**src/rtl/hp_add_scheduler.sv**
```systemverilog
// ---------------------------------------------------------------------------
// hp_add_scheduler
// Time-shares one combinational half-precision adder/subtractor between
// NUM_REQ requesters. A round-robin arbiter grants one request at a time.
// The granted operands are held on the adder for ADD_LAT cycles. The result
// is then captured and returned with the requester id on a valid/ready
// response channel. No new request is accepted until that response has been
// taken.
//
// Ports
//   clk, rst_n            clock (rising edge), async active-low reset
//   req_valid/req_ready   per-requester request handshake (ready one-hot/zero)
//   req_a, req_b, req_op  packed operands (16 bits per requester) and op select
//   add_a, add_b, add_op  registered operands driven to the shared adder
//   add_sum, add_exc      adder result and exception flags
//   rsp_valid/rsp_ready   response handshake
//   rsp_id/sum/exc        owner id, captured sum and captured exceptions
//   busy                  high whenever a request is in flight
//   op_count              completed responses, wraps modulo 2^16
// ---------------------------------------------------------------------------
module hp_add_scheduler #(
  parameter int NUM_REQ = 4,
  parameter int ID_W    = 2,
  parameter int ADD_LAT = 2
) (
  input  logic                    clk,
  input  logic                    rst_n,
  input  logic [NUM_REQ-1:0]      req_valid,
  output logic [NUM_REQ-1:0]      req_ready,
  input  logic [16*NUM_REQ-1:0]   req_a,
  input  logic [16*NUM_REQ-1:0]   req_b,
  input  logic [NUM_REQ-1:0]      req_op,
  output logic [15:0]             add_a,
  output logic [15:0]             add_b,
  output logic                    add_op,
  input  logic [15:0]             add_sum,
  input  logic [1:0]              add_exc,
  output logic                    rsp_valid,
  input  logic                    rsp_ready,
  output logic [ID_W-1:0]         rsp_id,
  output logic [15:0]             rsp_sum,
  output logic [1:0]              rsp_exc,
  output logic                    busy,
  output logic [15:0]             op_count
);

  localparam int DW = 16;
  // Loaded at grant so that the ISSUE state lasts exactly ADD_LAT cycles.
  localparam logic [3:0] LAT_INIT = 4'(ADD_LAT - 1);

  typedef enum logic [1:0] {
    ST_IDLE  = 2'd0,
    ST_ISSUE = 2'd1,
    ST_RESP  = 2'd2
  } state_e;

  state_e            state_q, state_d;
  logic [ID_W-1:0]   rr_ptr_q, rr_ptr_d;
  logic [3:0]        lat_cnt_q, lat_cnt_d;
  logic [15:0]       add_a_q, add_a_d;
  logic [15:0]       add_b_q, add_b_d;
  logic              add_op_q, add_op_d;
  logic              rsp_valid_q, rsp_valid_d;
  logic [ID_W-1:0]   rsp_id_q, rsp_id_d;
  logic [15:0]       rsp_sum_q, rsp_sum_d;
  logic [1:0]        rsp_exc_q, rsp_exc_d;
  logic [15:0]       op_count_q, op_count_d;

  logic              win_found_s;
  logic [ID_W-1:0]   win_id_s;
  logic [15:0]       sel_a_s;
  logic [15:0]       sel_b_s;
  logic              sel_op_s;
  logic [NUM_REQ-1:0] req_ready_s;
  int                best_dist_s;
  int                dist_s;

  // Round-robin winner: the valid requester with the smallest upward
  // distance from rr_ptr (modulo NUM_REQ) wins.
  always_comb begin
    best_dist_s = NUM_REQ;
    dist_s      = 0;
    win_id_s    = '0;
    for (int i = 0; i < NUM_REQ; i++) begin
      if (req_valid[i]) begin
        dist_s = (i + NUM_REQ - int'(rr_ptr_q)) % NUM_REQ;
        if (dist_s < best_dist_s) begin
          best_dist_s = dist_s;
          win_id_s    = ID_W'(i);
        end else begin
          best_dist_s = best_dist_s;
        end
      end else begin
        dist_s = dist_s;
      end
    end
    win_found_s = (best_dist_s < NUM_REQ);
  end

  // Operand mux for the winner and the one-hot accept (only while IDLE).
  always_comb begin
    sel_a_s     = '0;
    sel_b_s     = '0;
    sel_op_s    = 1'b0;
    req_ready_s = '0;
    for (int i = 0; i < NUM_REQ; i++) begin
      if (win_found_s && (win_id_s == ID_W'(i))) begin
        sel_a_s        = req_a[i*DW +: DW];
        sel_b_s        = req_b[i*DW +: DW];
        sel_op_s       = req_op[i];
        req_ready_s[i] = (state_q == ST_IDLE);
      end else begin
        req_ready_s[i] = 1'b0;
      end
    end
  end

  // Next-state and datapath update for the IDLE -> ISSUE -> RESP cycle.
  always_comb begin
    state_d     = state_q;
    rr_ptr_d    = rr_ptr_q;
    lat_cnt_d   = lat_cnt_q;
    add_a_d     = add_a_q;
    add_b_d     = add_b_q;
    add_op_d    = add_op_q;
    rsp_valid_d = rsp_valid_q;
    rsp_id_d    = rsp_id_q;
    rsp_sum_d   = rsp_sum_q;
    rsp_exc_d   = rsp_exc_q;
    op_count_d  = op_count_q;
    case (state_q)
      ST_IDLE: begin
        if (win_found_s) begin
          add_a_d   = sel_a_s;
          add_b_d   = sel_b_s;
          add_op_d  = sel_op_s;
          rsp_id_d  = win_id_s;
          lat_cnt_d = LAT_INIT;
          state_d   = ST_ISSUE;
          // Wrap explicitly: NUM_REQ need not be a power of two.
          if (win_id_s == ID_W'(NUM_REQ - 1)) begin
            rr_ptr_d = '0;
          end else begin
            rr_ptr_d = win_id_s + ID_W'(1);
          end
        end else begin
          state_d = ST_IDLE;
        end
      end
      ST_ISSUE: begin
        if (lat_cnt_q != 4'd0) begin
          lat_cnt_d = lat_cnt_q - 4'd1;
        end else begin
          rsp_sum_d   = add_sum;
          rsp_exc_d   = add_exc;
          rsp_valid_d = 1'b1;
          state_d     = ST_RESP;
        end
      end
      ST_RESP: begin
        if (rsp_ready) begin
          rsp_valid_d = 1'b0;
          op_count_d  = op_count_q + 16'd1;
          state_d     = ST_IDLE;
        end else begin
          state_d = ST_RESP;
        end
      end
      default: begin
        state_d     = ST_IDLE;
        rsp_valid_d = 1'b0;
      end
    endcase
  end

  // State and datapath registers; reset discards any in-flight result.
  always_ff @(posedge clk or negedge rst_n) begin
    if (!rst_n) begin
      state_q     <= ST_IDLE;
      rr_ptr_q    <= '0;
      lat_cnt_q   <= 4'd0;
      add_a_q     <= 16'd0;
      add_b_q     <= 16'd0;
      add_op_q    <= 1'b0;
      rsp_valid_q <= 1'b0;
      rsp_id_q    <= '0;
      rsp_sum_q   <= 16'd0;
      rsp_exc_q   <= 2'd0;
      op_count_q  <= 16'd0;
    end else begin
      state_q     <= state_d;
      rr_ptr_q    <= rr_ptr_d;
      lat_cnt_q   <= lat_cnt_d;
      add_a_q     <= add_a_d;
      add_b_q     <= add_b_d;
      add_op_q    <= add_op_d;
      rsp_valid_q <= rsp_valid_d;
      rsp_id_q    <= rsp_id_d;
      rsp_sum_q   <= rsp_sum_d;
      rsp_exc_q   <= rsp_exc_d;
      op_count_q  <= op_count_d;
    end
  end

  assign req_ready = req_ready_s;
  assign add_a     = add_a_q;
  assign add_b     = add_b_q;
  assign add_op    = add_op_q;
  assign rsp_valid = rsp_valid_q;
  assign rsp_id    = rsp_id_q;
  assign rsp_sum   = rsp_sum_q;
  assign rsp_exc   = rsp_exc_q;
  assign busy      = (state_q != ST_IDLE);
  assign op_count  = op_count_q;

endmodule

```
**config.mk**
```make
export PLATFORM = sky130hd
export DESIGN_NAME = hp_add_scheduler
export DESIGN_NICKNAME = d
export VERILOG_FILES = /design/src/rtl/hp_add_scheduler.sv
export SDC_FILE = /design/constraint.sdc
export NUM_CORES = 1
export LEC_CHECK = 0
export ABC_AREA = 1
export CAP_MARGIN = 10
export CORE_MARGIN = 4
export CORE_UTILIZATION = 55
export CTS_BUF_LIST = sky130_fd_sc_hd__clkbuf_2
export CTS_CLUSTER_SIZE = 10
export DETAILED_ROUTE_END_ITERATION = 6
export DONT_BUFFER_PORTS = 1
export GPL_ROUTABILITY_DRIVEN = 0
export PLACE_DENSITY = 0.71
export SLEW_MARGIN = 15
export SYNTH_ARGS = -nofsm -noshare
export SYNTH_HDL_FRONTEND = slang
export SYNTH_SLANG_ARGS = --single-unit
```
**constraint.sdc**
```tcl
create_clock -name clk -period 5 [get_ports clk]
set_clock_uncertainty 0.05 [all_clocks]
set_input_delay 0.5 -clock clk [delete_from_list [all_inputs] [get_ports clk]]
set_output_delay 0.5 -clock clk [all_outputs]
set_load 0.01 [all_outputs]
```
==> Yosys cells after proc, flatten, opt, wreduce, memory -nomap -nowiden <==
Index checks and enable logic that the tools add are counted.
{ "totals": {"regBits": 78, "in_bits": 157, "out_inout_bits": 75, "word_cells": 97} }
{ "classes": {"n_addsub": 7, "n_lt_le_gt_ge": 5, "n_eq_ne": 9, "n_mux": 41, "bitwise": 6, "n_reduce_logical": 18} }
{ "ops": {"columns": ["operator", "count"], "rows": [
  ["$mux W32", 8],
  ["$mux W16", 8],
  ["$lt A3 B32 Y1", 3],
  ["$lt A32 B4 Y1 const B", 1],
  ["$add A16 B1 Y16 const B", 1],
  ["$sub A3 B2 Y4 const A", 4],
  ["$mux W2", 7],
  ["$mux W1", 13],
  ["$mux W4", 2],
  ["$ne A2 B2 Y1 const B", 4],
  ["$pmux W4 S2", 1],
  ["$reduce_or A2 Y1", 4],
  ["$eq A2 B2 Y1 const B", 3],
  ["$pmux W2 S3", 1],
  ["$reduce_and A2 Y1", 3],
  ["$reduce_and A3 Y1", 2],
  ["$and A1 B1 Y1", 4],
  ["$eq A2 B1 Y1 const B", 2],
  ["$logic_and A1 B1 Y1", 4],
  ["$logic_not A2 Y1", 2],
  ["$lt A3 B4 Y1 const B", 1],
  ["$reduce_bool A2 Y1", 2],
  ["$reduce_bool A4 Y1", 1],
  ["$sub A4 B1 Y4 const B", 1],
  ["other kinds (3)", 4]
]} }

==> Logic depth before layout (Yosys ltp) <==
{ "logic_depth": {"ltp_word": 21, "mapped_depth": 26, "mapped_depth_nobuf": 24} }

==> Worst setup path after synthesis <==
OpenSTA, ideal clock, no wires.
{ "synth_path": {"path_type": "input port to output port", "startpoint": "in req_valid[0]", "endpoint": "out req_ready[1]", "arrival_ns": 3.063, "slack_ns": 1.387, "path_stages": 24, "n_path_buf": 2, "cell_sequence": "nand2_1 > inv_1 > nor3_1 > a31oi_1 > ha_1 > inv_1 > nor2_1 > nand2_1 > nand3_1 > nand2_1 > o21ai_0 > ha_1 > a21boi_0 > nand2_1 > nand2_1 > nand2_1 > nand2_1 > nand2_1 > inv_1 > ha_1 > clkbuf_1 > nand2_2 > buf_4 > nor2_1"} }
{ "synth_via": {"elab_chain_len": 13} }
{ "synth_lines": {"columns": ["item", "line_no", "text"], "rows": [
  ["start: declaration", "28", "input logic [NUM_REQ-1:0] req_valid,"],
  ["$mux W32 *", "85", "if (req_valid[i]) begin"],
  ["$lt A3 B32 Y1", "87", "if (dist_s < best_dist_s) begin"],
  ["$mux W32", "87", null],
  ["$mux W32 *", "85", null],
  ["$lt A3 B32 Y1", "87", null],
  ["$mux W32", "87", null],
  ["$mux W32", "85", null],
  ["$lt A3 B32 Y1", "87", null],
  ["$mux W2", "87", null],
  ["$mux W2 *", "85", null],
  ["named net win_id_s[1]", "70", "logic [ID_W-1:0] win_id_s;"],
  ["$eq A2 B1 Y1 *", "107", "if (win_found_s && (win_id_s == ID_W'(i))) begin"],
  ["$logic_and A1 B1 Y1 *", "107", null],
  ["$mux W1 *", "107", null],
  ["end: declaration", "29", "output logic [NUM_REQ-1:0] req_ready,"]
]} }
Mark *: on every way through the listed nets, which the timed path passes. The rest lies on a longest branch.

==> Final worst setup path <==
{ "layout_path": {"startpoint": "reg rr_ptr_q[0]", "endpoint": "out req_ready[0]"} }
{ "layout_via": {"elab_chain_len": 18} }
{ "layout_lines": {"columns": ["item", "line_no", "text"], "rows": [
  ["start: declaration", "58", "logic [ID_W-1:0] rr_ptr_q, rr_ptr_d;"],
  ["start signal: assignment", "192", "rr_ptr_q <= rr_ptr_d;"],
  ["$sub A3 B2 Y4", "86", "dist_s = (i + NUM_REQ - int'(rr_ptr_q)) % NUM_REQ;"],
  ["$reduce_or A2 Y1 (no line)", null, null],
  ["$and A1 B1 Y1 (no line)", null, null],
  ["$lt A3 B4 Y1", "87", null],
  ["$mux W32", "87", null],
  ["$mux W32", "85", null],
  ["$lt A3 B32 Y1", "87", null],
  ["$mux W32", "87", null],
  ["(+3 left out)", null, null],
  ["$mux W32", "85", null],
  ["$lt A3 B32 Y1", "87", null],
  ["$mux W2", "87", null],
  ["$mux W2 *", "85", null],
  ["named net win_id_s[0]", "70", null],
  ["$logic_not A2 Y1 *", "107", null],
  ["$logic_and A1 B1 Y1 *", "107", null],
  ["$mux W1 *", "107", null]
]} }
Marked as above.

==> qor.log <==
qor: route.post_drt_via_cell_ratio 6.05
qor: clock_network.cts_tree done
qor: clock_network.worst_setup_hold_path_clk_slew 0.23 ns
qor: cells_and_area.fin_nets 655
qor: cells_and_area.fillers 673
qor: timing.post-route-worst-setup-slack 0.446 ns
qor: clock_network.tritoncts_sink_count 78
qor: critical_path.crit_arrival 4.00 ns
qor: power.share_comb_of_total_power 0.520
qor: timing.worst_pin_slew 0.877 ns
qor: route.drt-total-wl 12600 µm
qor: critical_path.rr_startpoint rr_ptr_q[0]
qor: timing.grt_setup_unrepaired false
qor: power.p_clk_frac 0.108
qor: route.dr_total_vias 3609
qor: logic_synthesis.synth.yosys.seq_area_share 0.439
qor: logic_synthesis.synth_cell_type_count 36
qor: timing.period_share 0.911
qor: run_status.status completed
qor: cells_and_area.mostFrequentLayoutCells sky130_fd_sc_hd__dfrtp_1 (78), sky130_fd_sc_hd__a21oi_1 (56), sky130_fd_sc_hd__inv_1 (52), sky130_fd_sc_hd__nor2_1 (45), sky130_fd_sc_hd__nand2_1 (36)
qor: critical_path.worst_setup_path_end_kind primary output
qor: logic_synthesis.synthesis.nets 661
qor: critical_path.critical_path_required 4.45 ns
qor: die.std_cell_rows 32
qor: logic_synthesis.mappedNetlistArea 0.00445 mm²
qor: critical_path.crit_slowest_cell sky130_fd_sc_hd__dfrtp_1
qor: global_route.first_global_vias 3808
qor: global_route.grt_start_max_net_pins 79
qor: power.p_sw 1.67 mW
qor: cells_and_area.mostFrequentLayoutCell sky130_fd_sc_hd__dfrtp_1
qor: critical_path.critical_path.n_buffers_inverters 3
qor: power.power.density 710 mW/mm²
qor: die.dieArea 0.00960 mm²
qor: timing.final-setup-viol-count 0
qor: global_route.grt_antenna_before_repair 0
qor: min_path.min-delay-path-class in2reg
qor: die.core 0.00781 mm²
qor: power.cellLeakagePower 2.11 nW
qor: logic_synthesis.synth.avg_cell_area 8.99 µm²
qor: route.detail_route.first_pass.iterations 4
qor: timing.final_hold_viol_count 0
qor: placed_design.buffer_ports.inserted 0
qor: critical_path.cp_cell_sequence nand2_1, inv_1, nor3_1, a31oi_1, ha_1, inv_1, nor2_1, nand2_1, nand3_1, nand2_1, o21ai_0, ha_1, a21boi_0, nand2_1, nand2_1, nand2_1, nand2_1, nand2_1, inv_1, ha_1, nand2_4, nor2_1
qor: clock_network.clk_latency 0.54 ns
qor: critical_path.worstSetupStartpointType register
qor: critical_path.worst-path-max-fanout 34
qor: clock_network.numCtsBuffers 9
qor: critical_path.rr_endpoint add_a[13]
qor: cells_and_area.areaGrowthSynthToFinish 4.89%
qor: cells_and_area.layout.area.seq 0.00195 mm²
qor: power.switching_share 0.504
qor: placed_design.dp_hpwl 8660 µm
qor: timing.fin_setup_tns 0 ns
qor: timing.finalWorstPathRequiredPeriod 4.55 ns
qor: critical_path.cpPeakStageDelay 0.49 ns
qor: power.sequentialPowerShare 0.372
qor: global_route.grt_pass1_wl 19500 µm
qor: die.io-pin-count 232
qor: critical_path.worst-setup-path-type reg2out
qor: cells_and_area.layout-drive-gt1-share 0.148
qor: logic_synthesis.synth-seq-cells 78
qor: timing.maxClockFrequency 220 MHz
qor: route.final_antenna_net_count 0
qor: critical_path.timing.reg2reg.worst_path_depth 24
qor: power.vdd_ir_drop_max 0.000469 V
qor: timing.maxSlewHeadroom 0.414
qor: route.dr.first_iter.drc_count 146
qor: logic_synthesis.synthesis.instances 495
qor: die.dieHeight 98.0 µm
qor: placed_design.pre_cts_slack 0.815 ns
qor: clock_network.cts-root-buf sky130_fd_sc_hd__clkbuf_2
qor: global_route.globalRoute.totalOverflow 0
qor: cells_and_area.post_layout_instance_area 0.00467 mm²
qor: flow_run.maxCapViolations 0
qor: global_route.global_route.usage.total 0.256
qor: clock_network.clock_tree.htree_level_count 3
qor: critical_path.regToRegSetupSlack 0.75 ns
qor: placed_design.cell_area_placed 0.00442 mm²
qor: critical_path.path_delay_family simple AND/OR/NAND/NOR gates
qor: logic_synthesis.yosys_warnings 0
qor: power.power.internal 1.64 mW
qor: route.wl_per_cell 21.1 µm
qor: power.post-layout-total-power 3.32 mW
qor: cells_and_area.multiInputGateArea 0.00213 mm²
qor: min_path.worst_hold_path.endpoint rsp_sum[3]
qor: timing.worst_hold_slack 0.0729 ns
qor: clock_network.clock_tree.buffer_depth 2
qor: min_path.number_of_cells_traversed_by_the_worst_hold_path 1
qor: die.floorplan.initialDensity 0.570
qor: critical_path.timing.critical_path.mode_cell sky130_fd_sc_hd__nand2_1
qor: die.chipWidth 98.0 µm
qor: route.drc_violations_left 0
qor: timing.drv_slew 0
qor: min_path.hold_path.startpoint add_sum[3]
[metal layers]
layer  wire length, µm  up-vias  part of all wire  GRT usage
li1                  -     1660                 -          -
met1              4760     1708              0.38      0.294
met2              6280      207              0.50      0.439
met3              1160       34             0.092     0.0764
met4               403        0             0.032      0.118
met5                 0        -                 0          0
[cell usage after synthesis (all sizes together)]
library cell	n	area, µm²
nor2	50	215
a21oi	66	368
nand3	11	75.1
nand2	44	233
dfrtp	78	1950
o21ai	35	175
o211ai	1	7.51
xnor2	7	61.3
buf	21	143
xor2	10	87.6
nor3	4	36.3
a31oi	1	6.26
a22oi	1	7.51
nand4	4	31.3
o22ai	34	213
nor3b	34	255
inv	57	216
ha	9	113
a21boi	1	7.51
mux2	19	214
nand3b	1	7.51
clkbuf	7	26.3
[metrics by stage]
stage / utilization / instances
2_1_floorplan: - / 495
3_3_place_gp: 0.567 / 571
3_5_place_dp: 0.567 / 571
4_1_cts: 0.587 / 589
5_1_grt: 0.598 / 596
6_report: 0.598 / 597
[state kept, by name, indices dropped and copies added, names as in the netlist]
register,cells
rsp_exc,2
add_b,16
rsp_id,2
rsp_valid,1
lat_cnt_q,4
rsp_sum,16
op_count,16
add_a,16
state_q,2
rr_ptr_q,2
add_op,1
[worst max path at each step]
stage / endpoint / slack [ns] / cells past startpoint / startpoint
5_1_grt: req_ready[0] / 0.0006 / 22 / rr_ptr_q[0]
3_5_place_dp: add_a[13] / 0.82 / 24 / req_valid[0]
3_3_place_gp: add_b[0] / 1.11 / 24 / req_valid[0]
2_1_floorplan: req_ready[1] / 1.39 / 24 / req_valid[0]
6_report: req_ready[0] / 0.45 / 22 / rr_ptr_q[0]
4_1_cts: req_ready[1] / 0.26 / 23 / rr_ptr_q[0]
[kinds of logic after synthesis]
group           after synthesis  share of synthesized area
simple gates                148                      0.192
mux                          19                     0.0481
buf+inv                      85                     0.0866
xor+xnor                     17                     0.0335
compound gates              139                      0.176
flops                        78                      0.439
fa+ha+maj                     9                     0.0253
[what timing repair did]
item                                    CTS  global route
endpoints found under the setup margin    0             1
endpoints found under the hold margin    78             7
setup buffers                             0             0
resized for setup                         0             2
hold buffers                              2             7
[power groups by stage]
stage	combinational (mW)	sequential (mW)	clock (mW)
2_1_floorplan	1.44	1.17	0
3_3_place_gp	1.63	1.25	0
3_5_place_dp	1.69	1.25	0
4_1_cts	1.71	1.24	0.371
5_1_grt	1.95	1.26	0.403
6_report	1.72	1.23	0.358
[cell type report]
cell class / instances / share of cell area
multi-input combinational: 332 / 0.456
sequential: 78 / 0.418
inverter: 57 / 0.0464
tap: 102 / 0.0273
timing repair buffer: 11 / 0.0263
clock inverter: 6 / 0.0150
clock buffer: 10 / 0.0107
antenna: 1 / 0.000536
(Power assumes the default switching activity.)
